[src/rtl/sub_sequencer_if.sv]
// Operand/result handshake bundle for sub_sequencer.
// The requester drives the master side and the block drives the slave side.
interface sub_sequencer_if #(
  parameter int unsigned WIDTH = 8
);
  logic [WIDTH-1:0] i0;
  logic [WIDTH-1:0] i1;
  logic             start_valid;
  logic             start_ready;
  logic [WIDTH-1:0] o;
  logic             cout;
  logic             o_valid;
  logic             o_ready;
  logic             busy;

  modport master (
    output i0, i1, start_valid, o_ready,
    input  start_ready, o, cout, o_valid, busy
  );

  modport slave (
    input  i0, i1, start_valid, o_ready,
    output start_ready, o, cout, o_valid, busy
  );
endinterface

[src/rtl/sub_sequencer.sv]
// Serial unsigned subtractor: it produces I0 - I1 two bits per cycle, LSB digit first.
// It computes A + ~B + 1 with a single 2-bit carry slice, and cout = 1 means no borrow.
module sub_sequencer #(
  parameter int unsigned WIDTH = 8
) (
  input  logic            clk,
  input  logic            reset,
  sub_sequencer_if.slave  bus
);
  localparam int unsigned DIGITS = WIDTH / 2;
  localparam int unsigned CNT_W  = (DIGITS > 1) ? $clog2(DIGITS) : 1;
  localparam logic [CNT_W-1:0] LAST_CNT = CNT_W'(DIGITS - 1);

  typedef enum logic [1:0] {IDLE, RUN, DONE} state_t;

  state_t           state;
  logic [WIDTH-1:0] a_q;
  logic [WIDTH-1:0] b_q;
  logic [WIDTH-1:0] o_q;
  logic             cout_q;
  logic             carry;
  logic [CNT_W-1:0] cnt;

  logic [2:0]       sum;
  logic [WIDTH-1:0] digit_placed;

  // The operands shift right each cycle, so the active digit is always bits [1:0].
  assign sum          = {1'b0, a_q[1:0]} + {1'b0, ~b_q[1:0]} + {2'b00, carry};
  assign digit_placed = WIDTH'(sum[1:0]) << {cnt, 1'b0};

  always_ff @(posedge clk) begin
    if (reset) begin
      state  <= IDLE;
      a_q    <= '0;
      b_q    <= '0;
      o_q    <= '0;
      cout_q <= 1'b0;
      carry  <= 1'b0;
      cnt    <= '0;
    end else begin
      case (state)
        IDLE: begin
          if (bus.start_valid) begin
            a_q   <= bus.i0;
            b_q   <= bus.i1;
            o_q   <= '0;
            carry <= 1'b1;
            cnt   <= '0;
            state <= RUN;
          end
        end
        RUN: begin
          o_q   <= o_q | digit_placed;
          carry <= sum[2];
          a_q   <= a_q >> 2;
          b_q   <= b_q >> 2;
          // The counter holds at the terminal count so it never wraps.
          if (cnt == LAST_CNT) begin
            cout_q <= sum[2];
            state  <= DONE;
          end else begin
            cnt <= cnt + CNT_W'(1);
          end
        end
        DONE: begin
          if (bus.o_ready) state <= IDLE;
        end
        default: state <= IDLE;
      endcase
    end
  end

  // Ready is masked by reset so that no requester sees it during reset.
  assign bus.start_ready = (state == IDLE) && !reset;
  assign bus.busy        = (state == RUN);
  assign bus.o_valid     = (state == DONE);
  assign bus.o           = o_q;
  assign bus.cout        = cout_q;
endmodule

[src/flat_wrapper.sv]
// flat-port wrapper written by rule: the top's interface ports become plain ports
module sub_sequencer_flat 
#(
  parameter int unsigned WIDTH = 8
)
  (clk, reset, bus_i0, bus_i1, bus_start_valid, bus_o_ready, bus_start_ready, bus_o, bus_cout, bus_o_valid, bus_busy);
  sub_sequencer_if #(.WIDTH(WIDTH)) bus_i ();
  input  logic clk;
  input  logic reset;
  input wire logic [$bits(bus_i.i0)-1:0] bus_i0;
  input wire logic [$bits(bus_i.i1)-1:0] bus_i1;
  input wire logic [$bits(bus_i.start_valid)-1:0] bus_start_valid;
  input wire logic [$bits(bus_i.o_ready)-1:0] bus_o_ready;
  output wire logic [$bits(bus_i.start_ready)-1:0] bus_start_ready;
  output wire logic [$bits(bus_i.o)-1:0] bus_o;
  output wire logic [$bits(bus_i.cout)-1:0] bus_cout;
  output wire logic [$bits(bus_i.o_valid)-1:0] bus_o_valid;
  output wire logic [$bits(bus_i.busy)-1:0] bus_busy;
  assign bus_i.i0 = bus_i0;
  assign bus_i.i1 = bus_i1;
  assign bus_i.start_valid = bus_start_valid;
  assign bus_i.o_ready = bus_o_ready;
  assign bus_start_ready = bus_i.start_ready;
  assign bus_o = bus_i.o;
  assign bus_cout = bus_i.cout;
  assign bus_o_valid = bus_i.o_valid;
  assign bus_busy = bus_i.busy;
  sub_sequencer #(.WIDTH(WIDTH)) u_core (.clk(clk), .reset(reset), .bus(bus_i));
endmodule
[config.mk]
export PLATFORM = sky130hd
export DESIGN_NAME = sub_sequencer_flat
export DESIGN_NICKNAME = d
export VERILOG_FILES = /design/src/rtl/sub_sequencer_if.sv /design/src/rtl/sub_sequencer.sv /design/src/flat_wrapper.sv
export SDC_FILE = /design/constraint.sdc
export NUM_CORES = 1
export LEC_CHECK = 0
export ABC_CLOCK_PERIOD_IN_PS = 2100
export CELL_PAD_IN_SITES_DETAIL_PLACEMENT = 0
export CELL_PAD_IN_SITES_GLOBAL_PLACEMENT = 1
export CORE_MARGIN = 3
export CORE_UTILIZATION = 36
export DETAILED_ROUTE_END_ITERATION = 8
export PLACE_DENSITY_LB_ADDON = 0.08
export SLEW_MARGIN = 20
export SYNTH_ARGS = -nofsm -noshare
export SYNTH_HDL_FRONTEND = slang
export SYNTH_SLANG_ARGS = --single-unit
[constraint.sdc]
create_clock -name clk -period 2.1 [get_ports clk]
set_input_delay 0.42 -clock clk [delete_from_list [all_inputs] [get_ports clk]]
set_output_delay 0.42 -clock clk [all_outputs]
set_load 0.05 [all_outputs]
==> out/results.tsv <==
metric	value	unit
ys_types	30	
synth_cells	142	
cts_num_sinks	30	
critPathLaunchType	register	
synth.top_cells.by_area	dfxtp_1, mux2i_1, a21oi_1	
cts_max_path_buffers	2	
grt_first_pass_wirelength	4990	um
post-layout-total-power	1.23	mW
final.fill_count	337	
top_layer	met4	
drc	0	
shortest_clock_period_the_worst_path_allows_after_layout	1970	ps
synth.cells.most_frequent	dfxtp_1, nor2_1, a21oi_1	
max_freq	507	MHz
num-nets-final	198	
routedWlPerCell	13.1	um
finalHoldViolCount	0	
cts_repair_resize_count	0	
setup_viol	0	
die_height	66.3	um
vias_per_cell	4.99	
synth_seq_cells	30	
route.final.wire_length	2900	um
max_cap_viol_count	0	
yosys.cell_count.top_type	dfxtp_1	
grt_pass1_vias	1081	
num_io_pins	32	
min-delay-start	u_core.bus.o[3]	
post_synth_instance_area	1310	sq um
yosysTopAreaCellShare	45.9	%
clk_latency	330	ps
finalHoldWorstSlack	495	ps
antenna_found_initial	0	
tritoncts	yes	
register_area	601	sq um
critical_path.startpoint	u_core.state[0]	
dieWidth	66.3	um
grt.overflow.total	0	
final_layout_size_suffix_gt1_share	10.8	%
unrepaired_setup_endpoints_after_global_routing	no	
ys_dominant_reg_cell	dfxtp_1	
detail_route.iter0.violations	35	
syn_nets	165	
synthArstFlopShare	0	%
drtAntennaViolNets	0	
n_antenna_cell	0	
synth_seq_area_share	45.9	%
drt_pass1_iterations	4	
cts-htree-levels	2	
peakVddDrop	0.391	mV
pin_count_of_the_biggest_net_entering_global_routing	22	
cts_buffers	5	
number_of_enable_flip_flop_cells_after_synthesis	0	
timing.rr.start	u_core.carry	
post-route-worst-setup-slack	127	ps
dpl.hpwl	2050	um
postCtsSetupBuffers	0	
clk_root_buf	clkbuf_4	
placeableCoreArea	3420	sq um
max_slew_margin	66.1	%
place_worst_setup_slack	177	ps
initial_utilization	38.3	%
area_growth_syn_to_layout	33.3	%
critical_path_class	reg -> out	
post-route-period-util	93.9	%
detailroute.via_count	1107	
tightestPinTransition	506	ps
post-synth-top-area-cell	dfxtp_1	
power_density	706	nW/um^2
run_status	complete, no violations	
setup_clock_skew_after_layout	4.91	ps
multi_input_comb_area	627	sq um
cts_hold_buffers	0	
wl_met2	1280	um
post_synth.cell_area_avg	9.22	sq um
total_leakage_power	0.684	nW
buffer_ports.inserted	31	
drv_slew	0	
core.rowCount	21	
timing.critical_path.arrival	1550	ps
timing.setup.tns	0	ps
die_footprint	4400	sq um
dr_wl_met3	138	um
finalWeightedCongestion	0.685	
worstHoldPathType	reg -> reg	
groute.usage.overall	15.1	%
clk_pin_slew_worst_paths	100	ps
timing.critical_path.required	1680	ps
largest_fanout_on_the_critical_path	16	
wirelength_met1	1430	um
worstSetupEndpointType	output pin	
yosys_warnings	0	
==> layout by cell type, fill, tap and decap left out <==
cell | Yosys | routed
a21oi_1 | 14 | 14
a221oi_1 | 1 | 1
a22oi_1 | 9 | 9
a311oi_1 | 1 | 1
a31oi_1 | 2 | 2
a32oi_1 | 4 | 4
buf_12 | 0 | 2
buf_4 | 1 | 7
clkbuf_1 | 7 | 1
clkbuf_4 | 0 | 5
clkbuf_8 | 0 | 1
clkdlybuf4s50_1 | 0 | 28
clkinv_1 | 1 | 1
clkinv_2 | 0 | 1
dfxtp_1 | 30 | 30
fa_1 | 2 | 2
ha_1 | 1 | 1
inv_1 | 6 | 6
mux2i_1 | 11 | 11
nand2_1 | 3 | 3
nand2b_1 | 1 | 1
nand3_1 | 2 | 2
nor2_1 | 18 | 18
nor2b_1 | 5 | 5
nor3_1 | 2 | 2
nor3b_1 | 1 | 1
nor3b_2 | 1 | 1
nor4b_1 | 1 | 1
o21ai_0 | 10 | 10
o21bai_1 | 1 | 1
o221a_2 | 2 | 2
or2b_1 | 1 | 1
or3b_1 | 1 | 1
==> report_power, final <==
part	switching, mW	internal (mW)
registers	0.0280	0.605
logic	0.124	0.112
clock network	0.200	0.162
total	0.352	0.879
==> per-stage QoR <==
step / cell area (sq um) / cells / util (%)
after CTS: 1740 / 222 / 51.1
after global routing: 1740 / 222 / 51.1
after global placement: 1680 / 214 / 49.3
final: 1740 / 222 / 51.1
after floorplan: 1310 / 142 / -
after detailed placement: 1680 / 214 / 49.3
==> routing by layer <==
layer,global-route usage [%],up-vias
met3,4.08,6
met5,0,-
met4,7.61,0
met2,22.4,20
li1,-,569
met1,19.8,512
==> state kept, by name, summed over array words and instances, names as in the netlist <==
signal,flops
u_core.a_q,8
u_core.carry,1
u_core.state,2
u_core.cnt,2
u_core.bus.cout,1
u_core.bus.o,8
u_core.b_q,8
==> path summary, 6_finish.rpt <==
kind	endpoint	slack (ps)	cells past startpoint
setup / recovery	bus_busy	130	3
hold / removal	u_core.bus.o[3]	500	2
hold reg to reg	u_core.bus.o[3]	500	2
setup reg to reg	u_core.bus.o[3]	340	6
==> cell families after synthesis <==
group                      synth area share [%]
AOI/OAI and AO/OA                          21.6
and+or+nand+nor                            13.9
DFF                                        45.9
buffers and inverters                      6.21
muxes                                      8.41
adders and majority gates                  4.02
==> layout make-up <==
type | count | area share [%]
Clock inverter | 1 | 0.287
Multi-Input combinational cell | 94 | 35.9
Clock buffer | 7 | 3.16
Tap cell | 46 | 3.30
Sequential cell | 30 | 34.4
Inverter | 7 | 1.51
Timing Repair Buffer | 37 | 21.4
==> worst max-delay path: stages (launching register included) <==
cell and delay, ps:
dfxtp_1 640, nand2b_1 140, clkinv_1 200, buf_4 240
No activity file was read; power rests on OpenSTA's default activity.
